==> config.mk <==
export PLATFORM = sky130hd
export DESIGN_NAME = fifo_ctrl
export DESIGN_NICKNAME = d
export VERILOG_FILES = /design/src/rtl/fifo_pkg.sv /design/src/rtl/fifo_ptr.sv /design/src/rtl/fifo_ctrl.sv
export SDC_FILE = /design/constraint.sdc
export NUM_CORES = 1
export LEC_CHECK = 0
export BUFFER_PORTS_ARGS = -buffer_cell sky130_fd_sc_hd__buf_2
export CAP_MARGIN = 5
export CORE_MARGIN = 5
export CORE_UTILIZATION = 39
export DETAILED_ROUTE_END_ITERATION = 6
export SKIP_CTS_REPAIR_TIMING = 1
export SYNTH_ARGS = -nofsm -noshare
export SYNTH_HDL_FRONTEND = slang
export SYNTH_HIERARCHICAL = 1
export SYNTH_SLANG_ARGS = --single-unit
==> constraint.sdc <==
create_clock -name clk -period 5.1 [get_ports clk]
set_input_delay 0.51 -clock clk [delete_from_list [all_inputs] [get_ports clk]]
set_output_delay 0.51 -clock clk [all_outputs]
set_load 0.05 [all_outputs]
==> src/rtl/fifo_pkg.sv <==
// fifo_pkg: shared FIFO controller widths and types.
package fifo_pkg;
  localparam int FIFO_ADDR_W = 4;
  localparam int FIFO_DEPTH = 2 ** FIFO_ADDR_W;
  typedef logic [FIFO_ADDR_W-1:0] ptr_t;
  typedef logic [FIFO_ADDR_W:0] cnt_t;
endpackage

==> src/rtl/fifo_ptr.sv <==
// fifo_ptr: wrapping pointer register; ports clk, reset (sync, active-high), inc_i (advance by one), ptr_o (current pointer).
module fifo_ptr
  import fifo_pkg::*;
#(
  parameter int W = FIFO_ADDR_W
) (
  input  logic         clk,
  input  logic         reset,
  input  logic         inc_i,
  output logic [W-1:0] ptr_o
);
  logic [W-1:0] ptr_q;
  always_ff @(posedge clk) begin
    if (reset) ptr_q <= '0;
    else ptr_q <= ptr_q + W'(inc_i);
  end
  assign ptr_o = ptr_q;
endmodule

==> src/rtl/fifo_ctrl.sv <==
// fifo_ctrl: FIFO sequencer for a registered-read dual-port RAM.
// Ports: clk, reset (sync, active-high); wr/rd push/pop requests; wr_en/rd_en RAM enables;
// w_addr/r_addr RAM addresses; rd_valid marks r_data holding the popped word; empty/full/count
// occupancy; overflow/underflow sticky rejection flags. Defining FIFO_ALMOST_FLAGS_EN adds the
// ALMOST parameter and the almost_full/almost_empty outputs.
module fifo_ctrl
  import fifo_pkg::*;
#(
  parameter int ADDR_W = FIFO_ADDR_W
`ifdef FIFO_ALMOST_FLAGS_EN
  , parameter int ALMOST = 2
`endif
) (
  input  logic              clk,
  input  logic              reset,
  input  logic              wr,
  input  logic              rd,
  output logic              wr_en,
  output logic              rd_en,
  output logic [ADDR_W-1:0] w_addr,
  output logic [ADDR_W-1:0] r_addr,
  output logic              rd_valid,
  output logic              empty,
  output logic              full,
  output logic [ADDR_W:0]   count,
  output logic              overflow,
  output logic              underflow
`ifdef FIFO_ALMOST_FLAGS_EN
  , output logic            almost_full
  , output logic            almost_empty
`endif
);
  localparam int DEPTH = 2 ** ADDR_W;
  logic [ADDR_W:0] cnt_q, cnt_d;
  logic rd_ok, wr_ok, rd_valid_q, empty_q, full_q, overflow_q, underflow_q;
  // Reset gates both enables so nothing reaches the RAM and no rd_valid follows reset.
  assign rd_ok = rd & ~empty_q & ~reset;
  // A pop frees a slot in the same cycle, so a full FIFO still accepts a paired push.
  assign wr_ok = wr & (~full_q | rd_ok) & ~reset;
  always_comb cnt_d = cnt_q + (ADDR_W+1)'(wr_ok) - (ADDR_W+1)'(rd_ok);
  always_ff @(posedge clk) begin
    if (reset) begin
      cnt_q       <= '0;
      empty_q     <= 1'b1;
      full_q      <= 1'b0;
      rd_valid_q  <= 1'b0;
      overflow_q  <= 1'b0;
      underflow_q <= 1'b0;
    end else begin
      cnt_q       <= cnt_d;
      empty_q     <= cnt_d == '0;
      full_q      <= cnt_d == (ADDR_W+1)'(DEPTH);
      rd_valid_q  <= rd_ok;
      overflow_q  <= overflow_q | (wr & ~wr_ok);
      underflow_q <= underflow_q | (rd & ~rd_ok);
    end
  end
`ifdef FIFO_ALMOST_FLAGS_EN
  logic almost_full_q, almost_empty_q;
  always_ff @(posedge clk) begin
    if (reset) begin
      almost_full_q  <= 1'b0;
      almost_empty_q <= 1'b1;
    end else begin
      almost_full_q  <= cnt_d >= (ADDR_W+1)'(DEPTH - ALMOST);
      almost_empty_q <= cnt_d <= (ADDR_W+1)'(ALMOST);
    end
  end
  assign almost_full  = almost_full_q;
  assign almost_empty = almost_empty_q;
`endif
  fifo_ptr #(.W(ADDR_W)) u_wptr (.clk(clk), .reset(reset), .inc_i(wr_ok), .ptr_o(w_addr));
  fifo_ptr #(.W(ADDR_W)) u_rptr (.clk(clk), .reset(reset), .inc_i(rd_ok), .ptr_o(r_addr));
  assign wr_en     = wr_ok;
  assign rd_en     = rd_ok;
  assign rd_valid  = rd_valid_q;
  assign empty     = empty_q;
  assign full      = full_q;
  assign count     = cnt_q;
  assign overflow  = overflow_q;
  assign underflow = underflow_q;
endmodule

==> run metrics, run 1 <==
status finished clean; Post-Place Cell Area 944.7 um^2; ordered list of cells on the worst path buf_2 -> nor2_1 -> ha_1 -> inv_1 -> ha_1 -> inv_1 -> fa_1 -> nand2b_1 -> a21oi_1 -> xnor2_1 -> and4bb_2; Sink Count 18; residual overflow from global routing 0; worst supply voltage drop on vdd 0.0003353 V; crit path capture type flop; cell area after layout 980.9 um^2; share of synthesized cell area in and, or, nand and nor gates 0.1894; average cell area after synthesis 9.871 um^2; number of nets in the synthesized netlist 95; synthesized netlist cell count 81; Max Clock Freq 0.4034 GHz; buffers and inverters on the worst path 3; Max-Cap Viols 0; routed wire length per instance 10.63 um; number of fill cells in the layout 221; Worst path slowest cell fa_1; Mapped Area 799.5 um^2; layout cells sized above 1 0.2804; Layout Nets 122; wire length of the first global-routing pass 2511 um; area of the die 3055 um^2; Max-slew headroom 0.7626; FFs w/ async S/R, synth 0; die width 55.28 um; antenna violations before repair 0; pin count of the biggest net entering global routing 22; H-Tree Depth 1; power density over the cells 599.4 nW/um^2; detailed-route via count 609; adder-cell share of the synthesized area 0.1659; min-delay worst type in -> reg; CP Launch Point reset; number of enable-type register cells in the synthesized netlist 0; multiplexer share of the synthesized area 0.03756; parity-gate share of the synthesized area counting xor and xnor cells 0.06573; global-route usage over all layers 0.1022; worst setup path category in -> reg; RSZ-0062 raised after global routing no; Hold Slack 484.4 ps; combinational family with the most area after synthesis simple AND/OR/NAND/NOR gates; via count of the first global-routing pass 584; starting utilization of the core area 0.4075; slew at the pin closest to its max-slew limit 356.1 ps; clock tree from TritonCTS done; area of the core 1962 um^2; destination of the critical timing path full; library cells used by synthesis 19; most instantiated flip-flop cell in the synthesis netlist dfxtp_1; cell type with the largest total area after synthesis dfxtp_1; worst path arrival time 2670 ps; top cell type's share of synthesized area 0.4507; detailed-router iteration count before antenna repair 2; Period Utilization, post-route 0.4860; worst path required time 5290 ps; leading cell type in the layout, fill and taps excluded buf_2; clock transition at the registers of the reported paths 90 ps; final-report hold violation count 0; worst r2r src empty; Largest stage delay, worst path 380 ps; Avg Vias per Cell 4.545; complex-gate fraction of the synthesized area 0.04851; number of synthesized register bits 18; # DRC 0; gate family responsible for the most delay along the worst path adder cells; post-detail-place hpwl 1095 um; antenna diode count 0; critical path launch point type input pin; Setup TNS 0 ps; library cell used as clock root buffer clkbuf_4; total clock buffers created by CTS 3; number of buffers inserted by port buffering 23; Clock Path Buffers 2; antenna violation net count after detailed routing 0; leakage power figure 0.0005088 uW; final-report setup violation count 0; post-synthesis sequential area ratio 0.4507; GP Congestion 0.7193; commonest non-fill, non-tap cells in the layout buf_2, dfxtp_1, nor2_1; sum of routed wire length over all layers 1424 um; synth warn 6; total I/O pin count 24; length in cells of the worst reg-to-reg path 11; largest clock skew in the final design 3.397 ps; leading post-synthesis cells by cell area dfxtp_1, ha_1, nor2_1, nor2b_1, xnor2_1; overall die height 55.28 um; Clock Latency Late Sink 290 ps; CP max FO 21; std cell rows 16; number of pins exceeding their max-slew limit in the final report 0; flop-to-flop setup slack 2630 ps; initial DRC count 6; Area growth syn-to-layout 22.69%; destination of the worst register-to-register timing path full; minimum clock period 2479 ps; stages on the worst setup path 11
==> cells in the mapped netlist, drive strengths merged (2+ instances only) <==
cell type / count
nor2b: 8
nand2: 2
a21oi: 3
xnor2: 4
dfxtp: 18
inv: 8
xor2: 2
ha: 9
nand2b: 2
nand3: 2
nor2: 14
mux2: 2
==> layout make-up <==
class	instances	area (um^2)	share of cell area
multi-input cells	54	405.4	0.4133
inverters	8	30.03	0.03061
well taps	27	33.78	0.03444
clock buffers	4	36.28	0.03699
repair buffers	23	115.1	0.1173
flip-flops and latches	18	360.3	0.3673
==> metrics by stage <==
step	total power, uW	setup WS, ps	cells	util
5_1_grt	636.4	2433	134	0.5000
3_5_place_dp	509.4	2279	130	0.4815
2_1_floorplan	444.8	1839	81	-
4_1_cts	599.2	2598	134	0.5000
6_report	588.0	2621	134	0.5000
3_3_place_gp	506.2	2339	130	0.4815
==> worst min path at each step <==
stage	start	slack [ps]	endpoint	cells after the start
6_report	wr	480	overflow	3
5_1_grt	rd	480	underflow	3
4_1_cts	wr	480	overflow	3
3_5_place_dp	underflow	460	underflow	2
3_3_place_gp	overflow	470	overflow	2
2_1_floorplan	reset	580	u_rptr/ptr_o[0]	1
==> metal layers <==
layer	track usage	vias to the layer above	wire (um)
met1	0.1071	277	625
met3	0.06993	0	146
met4	0.03125	0	0
met2	0.1639	20	652
met5	0	-	0
li1	-	312	-
==> sequential cells by signal, indices dropped and copies added, names as in the netlist <==
register	count
count	5
empty	1
full	1
overflow	1
rd_valid	1
u_rptr/ptr_o	4
u_wptr/ptr_o	4
underflow	1
==> power breakdown <==
part           total [uW]  internal (uW)  switching, uW
sequential            191            171           19.4
clock                84.6           43.5           41.1
combinational         313            100            212
==> worst register-to-register path, stage by stage (launching register included) <==
cell and delay, ps:
dfxtp_1 330, nand2b_1 190, nor2_1 200, ha_1 260, inv_1 50, ha_1 150
inv_1 60, fa_1 380, nand2b_1 150, a21oi_1 150, xnor2_1 180, and4bb_2 270
==> cell families after synthesis <==
family,after synthesis
mux,2
xor+xnor,6
flops,18
compound gates,6
fa+ha+maj,10
simple gates,30
buf+inv,9
No activity file was read; power rests on OpenSTA's default activity.
==> inputs of run 2 (changes only) <==
==> constraint.sdc (replaced) <==
create_clock -name clk -period 2.5 [get_ports clk]
set_input_delay 0.25 -clock clk [delete_from_list [all_inputs] [get_ports clk]]
set_output_delay 0.25 -clock clk [all_outputs]
set_load 0.05 [all_outputs]
==> run metrics, run 2 (synthesis results as in run 1) <==
status finished clean; Worst path slowest cell dfxtp_4; detailed-router iteration count before antenna repair 3; power density over the cells 1210 nW/um^2; post-detail-place hpwl 1156 um; overall die height 55.28 um; Max Clock Freq 0.4399 GHz; cell count of the worst hold path 3; global-route usage over all layers 0.1093; gate family responsible for the most delay along the worst path adder cells; library cell used as clock root buffer clkbuf_4; min-delay worst type in -> reg; Worst Setup Slack post-DPL 248.1 ps; slew at the pin closest to its max-slew limit 254.5 ps; clock tree from TritonCTS done; starting utilization of the core area 0.4075; leading cell type in the layout, fill and taps excluded buf_2; Layout Nets 124; antenna violations before repair 0; Avg Vias per Cell 4.500; Max-Cap Viols 0; largest clock skew in the final design 6.778 ps; Worst Slack Setup Final 226.7 ps; routed wire length per instance 10.99 um; hold path startpoint rd; area of the die 3055 um^2; detailed-route via count 612; CP max FO 4; total clock buffers created by CTS 3; number of buffers inserted by port buffering 23; buffers and inverters on the worst path 2; residual overflow from global routing 0; number of pins exceeding their max-slew limit in the final report 0; Area growth syn-to-layout 27.86%; Clock Latency Late Sink 300 ps; final-report hold violation count 0; area of the core 1962 um^2; total I/O pin count 24; die width 55.28 um; minimum clock period 2273 ps; antenna diode count 0; worst path required time 2700 ps; Largest stage delay, worst path 360 ps; H-Tree Depth 1; Period Utilization, post-route 0.9093; layout cells sized above 1 0.3486; final-report setup violation count 0; leakage power figure 0.0005242 uW; Max-slew headroom 0.8315; number of flip-flops in the largest register 5; worst r2r src empty; via count of the first global-routing pass 623; worst path arrival time 2470 ps; clock transition at the registers of the reported paths 100 ps; antenna violation net count after detailed routing 0; destination of the worst register-to-register timing path full; worst supply voltage drop on vdd 0.0006996 V; wire length of the first global-routing pass 2677 um; Sink Count 18; Clock Path Buffers 2; worst setup path category reg -> reg; RSZ-0062 raised after global routing no; ordered list of cells on the worst path nand2b_4 -> nor2_4 -> ha_1 -> inv_1 -> ha_1 -> inv_1 -> fa_2 -> nand2b_1 -> a21oi_2 -> xnor2_1 -> and4bb_2; sum of routed wire length over all layers 1494 um; length in cells of the worst reg-to-reg path 11; initial DRC count 3; # DRC 0; critical path launch point type flop; flop-to-flop setup slack 230 ps; Hold Slack 240.5 ps; Setup TNS 0 ps; crit path capture type flop; total power consumption of the routed design 1237 uW; commonest non-fill, non-tap cells in the layout buf_2, dfxtp_1, nor2_1; std cell rows 16; worst min-delay path endpoint underflow; pin count of the biggest net entering global routing 12; GP Congestion 0.6539
==> run 2: how the worst max path moves through the flow <==
stage	to	cells after the start	startpoint
floorplan	full	11	empty
global route	full	11	empty
global placement	full	11	empty
detailed placement	full	11	empty
CTS	full	11	empty
finish	full	11	empty
==> run 2: worst min-delay path, delay by kind of cell <==
| family | cells | cell delay, ps |
|---|---|---|
| buf+inv | 1 | 110 |
| compound gates | 1 | 60 |
| simple gates | 1 | 70 |
==> run 2: cell type report <==
type	count	area [um^2]
fillers	223	939.7
inverters	8	30.03
multi-input cells	54	427.9
well taps	27	33.78
clock buffers	4	36.28
flip-flops and latches	18	364.1
repair buffers	25	130.1
==> run 2: power breakdown <==
| part | switching, uW | internal [uW] |
|---|---|---|
| logic | 437 | 223 |
| clock network | 93.5 | 88.7 |
| registers | 40.2 | 354 |
| total | 571 | 666 |
==> run 2: routing by layer <==
metal | GRT usage | routed length (um)
met1 | 0.1254 | 660
met2 | 0.1757 | 708
met3 | 0.03030 | 81
met4 | 0.07292 | 44
met5 | 0 | 0
==> run 2: stage by stage <==
step	cell area, um^2	cells	utilization
floorplan	825.8	81	-
CTS	1022	136	0.5210
finish	1022	136	0.5210
detailed placement	985.9	132	0.5026
global route	1022	136	0.5210
global placement	985.9	132	0.5026
